## config.mk

```make
export PLATFORM = sky130hd
export DESIGN_NAME = bp_processor_pipe
export DESIGN_NICKNAME = d
export VERILOG_FILES = /design/src/rtl/bp_pkg.sv /design/src/rtl/bp_lane.sv /design/src/rtl/bp_processor_pipe.sv
export SDC_FILE = /design/constraint.sdc
export NUM_CORES = 2
export LEC_CHECK = 0
export ABC_AREA = 1
export CORE_ASPECT_RATIO = 0.5
export CORE_MARGIN = 1.5
export CORE_UTILIZATION = 24
export DETAILED_ROUTE_END_ITERATION = 10
export SYNTH_ARGS = -nofsm -noshare
export SYNTH_HDL_FRONTEND = slang
export SYNTH_SLANG_ARGS = --single-unit
```

## constraint.sdc

```tcl
create_clock -name clk -period 8.37 [get_ports clk]
set_clock_uncertainty 0.2 [all_clocks]
set_input_delay 1.674 -clock clk [delete_from_list [all_inputs] [get_ports clk]]
set_output_delay 1.674 -clock clk [all_outputs]
set_load 0.005 [all_outputs]
```

## src/rtl/bp_pkg.sv

```systemverilog
// Shared types and saturating fixed-point helpers for the backprop delta pipe.
// Optional build macro BP_ROUND_EN: every right shift by frac_bits rounds half up
// instead of truncating toward -inf.
package bp_pkg;

  localparam int WORD_W = 12;

  typedef logic signed [WORD_W-1:0] word_t;

  // Number of fraction bits for a two's complement word with one sign bit
  function automatic int frac_bits(input int w, input int ib);
    return w - ib - 1;
  endfunction

  // Clamp a wide signed value into the range of a w-bit signed word
  function automatic logic signed [63:0] sat_w(input logic signed [63:0] v, input int w);
    logic signed [63:0] hi;
    logic signed [63:0] lo;
    hi = (64'sd1 <<< (w - 1)) - 64'sd1;
    lo = -(64'sd1 <<< (w - 1));
    if (v > hi) return hi;
    if (v < lo) return lo;
    return v;
  endfunction

  // Full-precision product rescaled by frac_bits, then clamped to w bits
  function automatic logic signed [63:0] sat_mul(input logic signed [63:0] a,
                                                 input logic signed [63:0] b,
                                                 input int w, input int fb);
    logic signed [63:0] prod;
    prod = a * b;
`ifdef BP_ROUND_EN
    prod = prod + (64'sd1 <<< (fb - 1));
`endif
    return sat_w(prod >>> fb, w);
  endfunction

  // Sum clamped to w bits
  function automatic logic signed [63:0] sat_add(input logic signed [63:0] a,
                                                 input logic signed [63:0] b,
                                                 input int w);
    return sat_w(a + b, w);
  endfunction

endpackage

```

## src/rtl/bp_lane.sv

```systemverilog
// One lane of the delta pipe: S1 holds adot*wt and the lane's input delta,
// S2 forms p2 = p1*del and folds it into the running block accumulator.
// The sum output is what the accumulator would become on this beat, so the
// top can capture a finished block without an extra cycle.
module bp_lane
  import bp_pkg::*;
#(
  parameter int width    = WORD_W,
  parameter int int_bits = 3
) (
  input  logic             clk,
  input  logic             reset_n,
  input  logic             hold,
  input  logic             fire,
  input  logic             first,
  input  logic             last,
  input  logic [width-1:0] adot,
  input  logic [width-1:0] wt,
  input  logic [width-1:0] del,
  output logic [width-1:0] sum
);

  localparam int fb = frac_bits(width, int_bits);

  logic signed [width-1:0] p1_c;
  logic signed [width-1:0] p1_q;
  logic signed [width-1:0] del_q;
  logic signed [width-1:0] p2_c;
  logic signed [width-1:0] acc;

  assign p1_c = width'(sat_mul(64'($signed(adot)), 64'($signed(wt)), width, fb));
  assign p2_c = width'(sat_mul(64'(p1_q), 64'(del_q), width, fb));
  assign sum  = first ? p2_c : width'(sat_add(64'(acc), 64'(p2_c), width));

  // S1 captures the first product and delta; S2 restarts, extends or clears the block sum
  always_ff @(posedge clk or negedge reset_n) begin
    if (!reset_n) begin
      p1_q  <= '0;
      del_q <= '0;
      acc   <= '0;
    end else begin
      if (!hold) begin
        p1_q  <= p1_c;
        del_q <= del;
      end
      if (fire) begin
        acc <= last ? '0 : sum;
      end
    end
  end

endmodule

```

## src/rtl/bp_processor_pipe.sv

```systemverilog
// Handshaked backprop delta processor for one junction. z lanes each multiply
// adot*wt*del over a two-stage pipe and accumulate FO beats into one output
// block. A held output block stalls the whole pipe; nothing is dropped.
// Optional build macro BP_ROUND_EN selects round-half-up rescaling in the lanes.
module bp_processor_pipe
  import bp_pkg::*;
#(
  parameter int fi       = 2,
  parameter int z        = 4,
  parameter int width    = WORD_W,
  parameter int int_bits = 3,
  parameter int FO       = 2
) (
  input  logic                       clk,
  input  logic                       reset_n,
  input  logic                       in_valid,
  output logic                       in_ready,
  input  logic [z/fi-1:0][width-1:0] del_in,
  input  logic [z-1:0][width-1:0]    adot_in,
  input  logic [z-1:0][width-1:0]    wt,
  output logic                       out_valid,
  input  logic                       out_ready,
  output logic [z-1:0][width-1:0]    del_out
);

  localparam int cw = (FO > 1) ? $clog2(FO) : 1;

  localparam logic [1:0] IDLE  = 2'd0;
  localparam logic [1:0] ACCUM = 2'd1;
  localparam logic [1:0] FULL  = 2'd2;

  logic [1:0]                 state;
  logic [1:0]                 state_nxt;
  logic [cw-1:0]              cnt;
  logic [cw-1:0]              cnt_nxt;
  logic                       s1_valid;
  logic                       s1_valid_nxt;
  logic                       stall;
  logic                       take;
  logic                       fire;
  logic                       first;
  logic                       last;
  logic [z-1:0][width-1:0]    sum;

  assign out_valid = (state == FULL);
  assign stall     = out_valid && !out_ready;
  assign in_ready  = !stall;
  assign take      = in_valid && in_ready;
  assign fire      = s1_valid && !stall;
  assign first     = (cnt == '0);
  assign last      = (cnt == cw'(FO - 1));

  for (genvar i = 0; i < z; i++) begin : g_lane
    bp_lane #(
      .width    (width),
      .int_bits (int_bits)
    ) u_lane (
      .clk     (clk),
      .reset_n (reset_n),
      .hold    (stall),
      .fire    (fire),
      .first   (first),
      .last    (last),
      .adot    (adot_in[i]),
      .wt      (wt[i]),
      .del     (del_in[i/fi]),
      .sum     (sum[i])
    );
  end

  // Block-level control: stage occupancy, beat count and the output-held state
  always_comb begin
    s1_valid_nxt = s1_valid;
    cnt_nxt      = cnt;
    state_nxt    = state;
    if (!stall) s1_valid_nxt = take;
    if (fire) cnt_nxt = last ? '0 : cnt + cw'(1);
    if (fire && last) state_nxt = FULL;
    else if (stall) state_nxt = FULL;
    else if (s1_valid_nxt || (cnt_nxt != '0)) state_nxt = ACCUM;
    else state_nxt = IDLE;
  end

  // Control registers; reset throws away any partial block and in-flight beat
  always_ff @(posedge clk or negedge reset_n) begin
    if (!reset_n) begin
      state    <= IDLE;
      cnt      <= '0;
      s1_valid <= 1'b0;
    end else begin
      state    <= state_nxt;
      cnt      <= cnt_nxt;
      s1_valid <= s1_valid_nxt;
    end
  end

  // Finished block is captured as the last beat leaves S2 and held until drained
  always_ff @(posedge clk or negedge reset_n) begin
    if (!reset_n) begin
      del_out <= '0;
    end else if (fire && last) begin
      del_out <= sum;
    end
  end

endmodule

```

After elaboration in Yosys (flattened, before gate mapping). Index checks and enable logic that the tools add are counted.

Multiply operators: 8. Reductions and logical operators: 7. $lt $le $gt $ge: 24. Add/sub/neg operators: 5. Mux-type cells: 98. Equality and inequality tests: 1.

Operator list (count): 2-to-1 mux 12 bit (56); multiplier 12 x 12 -> 24 bit (8); greater-than comparator 16 x 12 -> 1 bit (second input constant) (8); less-than comparator 16 x 12 -> 1 bit (second input constant) (8); adder 12 x 12 -> 13 bit (4); greater-than comparator 13 x 12 -> 1 bit (second input constant) (4); less-than comparator 13 x 12 -> 1 bit (second input constant) (4); 2-to-1 mux 1 bit (40); logical AND 1 bit (4); 2-to-1 mux 2 bit (2); equality test 2 bit (second input constant) (1); zero test 1 bit (2); adder 1 bit (second input constant) (1); logical OR 1 bit (1).

Input port bits: 124. Flip-flop bits (word level): 172.

Depth between registers and ports, before layout.
Word-level depth: 14. Gate-level depth with buffers: 46.

Modules after synthesis. Synthesis repeated with hierarchy kept, for this count alone.

Cells, all modules: 7149. Area, all modules: 55545.8 um2.

By module, submodules not included: bp_lane at g_lane[2].u_lane (cells an instance 1738, times used 1, sequential area each 900.9 um2, area each 13401.6 um2); bp_lane at g_lane[3].u_lane (cells an instance 1731, times used 1, sequential area each 900.9 um2, area each 13397.8 um2); bp_lane at g_lane[1].u_lane (cells an instance 1732, times used 1, sequential area each 900.9 um2, area each 13387.8 um2); bp_lane at g_lane[0].u_lane (cells an instance 1725, times used 1, sequential area each 900.9 um2, area each 13385.3 um2); bp_processor_pipe (cells an instance 223, times used 1, sequential area each 1301.2 um2, area each 1973.1 um2).

Least setup slack after synthesis. OpenSTA, ideal clock, no wires.

Path type: reg2reg. Start point: register g_lane[2].u_lane.del_q[3] (netlist name). End point: register del_out[46] (netlist name). Arrival: 7.033 ns. Required time: 8.097 ns. Cell stages (with the launch flop): 39. Setup time: 0.073 ns. Period minus slack after synthesis: 7.306 ns. Setup slack: 1.064 ns. Path through: dfrtp_1 clkbuf_1 clkbuf_1 nand2_1 fa_1 inv_1 fa_1 fa_1 inv_1 fa_1 fa_1 inv_1 ha_1 a21oi_1 o21ai_0 a21oi_2 nand2_1 a21oi_1 [3 not listed] inv_2 nand2_4 buf_12 nand2_4 ha_1 inv_1 fa_1 o21ai_0 nand3_1 nand3_1 xnor2_1 nor2_1 nor2_1 buf_4 nand2_1 nand2_1 inv_1 a21oi_2.

RTL lines: to (signal assigned) (line bp_processor_pipe.sv:102) `del_out <= sum;`; to (decl) (line bp_processor_pipe.sv:23) `output logic [z-1:0][width-1:0] del_out`.

==> flow_summary.yaml <==
synth:
  synth-xor-area-share_pct: 3.26
  synthesized_area_fraction_occupied_by_adder_cells_pct: 49.8
  ys.warnings.count: 0
  post_synth_num_cell_types: 44
  netlist_instances: 7053
  synth_top_cells_by_area: "fa_1, nand2_1, inv_1"
  netlist.top_cell.by_area: "fa_1"
  yosys_register_bits: 172
  proportion_of_synthesized_chip_area_in_sequential_cells_pct: 7.86
  synth_largest_type_area_fraction_pct: 39.9
  mapped_nets: 8702
  avgSynthCellArea_um2: 7.76
  synth_simple_gate_area_share_pct: 19.0
  summed_instance_area_of_the_synthesized_netlist_um2: 54700
  post_synth_most_frequent_cells: "nand2_1, inv_1, fa_1"
  synth_compound_gate_area_share_pct: 5.38
  dominantRegCellSynth: "dfrtp_1"
  async_reset_ff_share_pct: 100
  synth_enable_flop_cells: 0
  synth.mux.area_fraction_pct: 0
  synthMostInstantiatedCell: "nand2_1"
  combinational_family_with_the_most_area_after_synthesis: "adder cells"
drt:
  drc: 0
  initialDrtViolationCount: 2379
  detail_route.wl_per_cell_um: 13.8
  drt.antenna.violating_nets: 0
  drt-pass1-iter-count: 6
  route.vias.total: 42741
  viasPerCell: 4.23
  drt-total-wl_um: 140000
worst_setup_path:
  timing.critical_path.to_type: "register"
  slowest_delay_ps: 690
  timing.critical_path.fanout_max: 11
  critical_path.slowest_cell: "dfrtp_1"
  r2r.worst_path.cells: 33
  worst-endpoint-arrival_ps: 8030
  crit_required_ps: 8600
  path_common_cell: "fa_1"
  worst_setup_path_start_kind: "register"
  worst-setup-path-type: "reg2reg"
layout:
  nFillCells: 24450
  drive_gt1_share_pct: 5.25
  area.growth.synth_to_final_pct: 10.7
  final_net_count: 8736
  final_util_pct: 26.8
global_route:
  grt_antenna_before_repair: 13
  largest_net_degree_at_the_start_of_global_routing: 83
  globalRoute.totalOverflow: 0
  grtUsageTotal_pct: 12.4
  grt_first_pass_wirelength_um: 235000
  grt_pass1_vias: 45275
clocking:
  cts-htree-levels: 4
  cts_sinks: 172
  cts_made_buffers: 17
  clkLatencyLatePin_ps: 510
  clock_path_buffers: 2
  clkTransAtPathRegs_ps: 90
  clock_root_buffer_master: "clkbuf_16"
  tritoncts: "yes"
hold_path:
  timing.hold.worst_path_depth: 2
  worst_hold_path_type: "reg2reg"
floorplanning:
  die_area_um2: 231000
  core-area_um2: 226000
  initial_core_util_pct: 24.2
  die_h_um: 341
  num_rows: 123
  die_w_um: 678
  ios: 174
outcome:
  outcome: "finished, final reports clean"
placement:
  hpwl_dp_um: 119000
  routabilityCongestion: 0.894
  portBuffers: 173
sta:
  hold_violations: 0
  fin_crit_ps: 7800
  max_freq_ghz: 0.128
  post-route-period-util_pct: 93.1
  maxSlewViolCount: 0
  setup_violations: 0
  slew_headroom_pct: 23.3
  worstMarginPinSlew_ps: 1150
run:
  cap_violations: 0
[state kept, by name, indices dropped and copies added, names as in the netlist]
| register | cells |
|---|---|
| cnt | 1 |
| s1_valid | 1 |
| state | 2 |
| g_lane.u_lane.del_q | 24 |
| g_lane.u_lane.acc | 48 |
| del_out | 48 |
| g_lane.u_lane.p1_q | 48 |
[stage by stage]
step	setup WS [ps]	cells	setup TNS (ps)	hold slack (ps)	instance area, µm²
after floorplan	1060	7053	0	249	54700
final	575	10111	0	296	60600
after global routing	-27.4	10111	-99.5	322	60600
after detailed placement	270	10064	0	278	59900
after CTS	235	10096	0	297	60500
after global placement	325	10064	0	271	59900
[layer usage]
layer | up-vias | track usage [%] | share of wire, %
met5 | - | 0 | 0
li1 | 20476 | - | -
met4 | 0 | 3.78 | 2.5
met3 | 147 | 1.08 | 3.6
met1 | 21302 | 15.8 | 44
met2 | 816 | 22.2 | 50
[critical path: cells and delay by family (launching register included)]
family / cells / cell delay (ps)
adders and majority gates: 8 / 3630
AOI/OAI and AO/OA: 6 / 1100
xor gates and xnor gates: 1 / 180
buffers and inverters: 6 / 610
and+or+nand+nor: 12 / 1260
DFF: 1 / 690
[cell families (layout without fill, tap and decap cells)]
group	Yosys count	after routing
simple gates	2548	2548
buf+inv	2096	2143
xor+xnor	203	203
fa+ha+maj	1525	1525
flops	172	172
other cells	0	11
compound gates	509	509
[final timing paths]
kind | from | to | slack, ps
max | g_lane[2].u_lane.del_q[4] | del_out[43] | 570
min reg2reg | g_lane[0].u_lane.acc[11] | g_lane[0].u_lane.acc[11] | 300
min | g_lane[0].u_lane.acc[11] | g_lane[0].u_lane.acc[11] | 300
max reg2reg | g_lane[2].u_lane.del_q[4] | del_out[43] | 570
min in group asynchronous | reset_n | del_out[31] | 990
max in group asynchronous | reset_n | g_lane[1].u_lane.del_q[7] | 5500
[cell usage in the layout (no fill, tap or decap), types with 40 or more instances in the layout]
cell type and instances:
nand2_1 1911, inv_1 1820, fa_1 1092, ha_1 431, nor2_1 286, a21oi_1 256
clkdlybuf4s50_1 172, dfrtp_1 163, xor2_1 123, buf_4 105, nand3_1 103, o21ai_0 81
xnor2_1 78, nand2_2 76, or2_2 47, a21oi_2 40
[layout make-up]
| type | instances | area, µm² | area share, % |
|---|---|---|---|
| Clock inverter | 14 | 151 | 0.250 |
| Antenna cell | 11 | 27.5 | 0.0454 |
| Inverter | 1831 | 6880 | 11.4 |
| Multi-Input combinational cell | 4785 | 42500 | 70.1 |
| Sequential cell | 172 | 4320 | 7.12 |
| Timing Repair Buffer | 280 | 2550 | 4.22 |
| Tap cell | 3000 | 3750 | 6.20 |
| Clock buffer | 18 | 429 | 0.709 |
[repair_timing]
item                       in CTS  in global routing
setup endpoints to repair       0                 33
hold buffers                    0                  0
resized for setup               0                 18
setup buffers                   0                  4
Power is left out: the tool's default activity adds up to more than one toggle a clock period on the data nets, which glitch-free logic cannot reach.
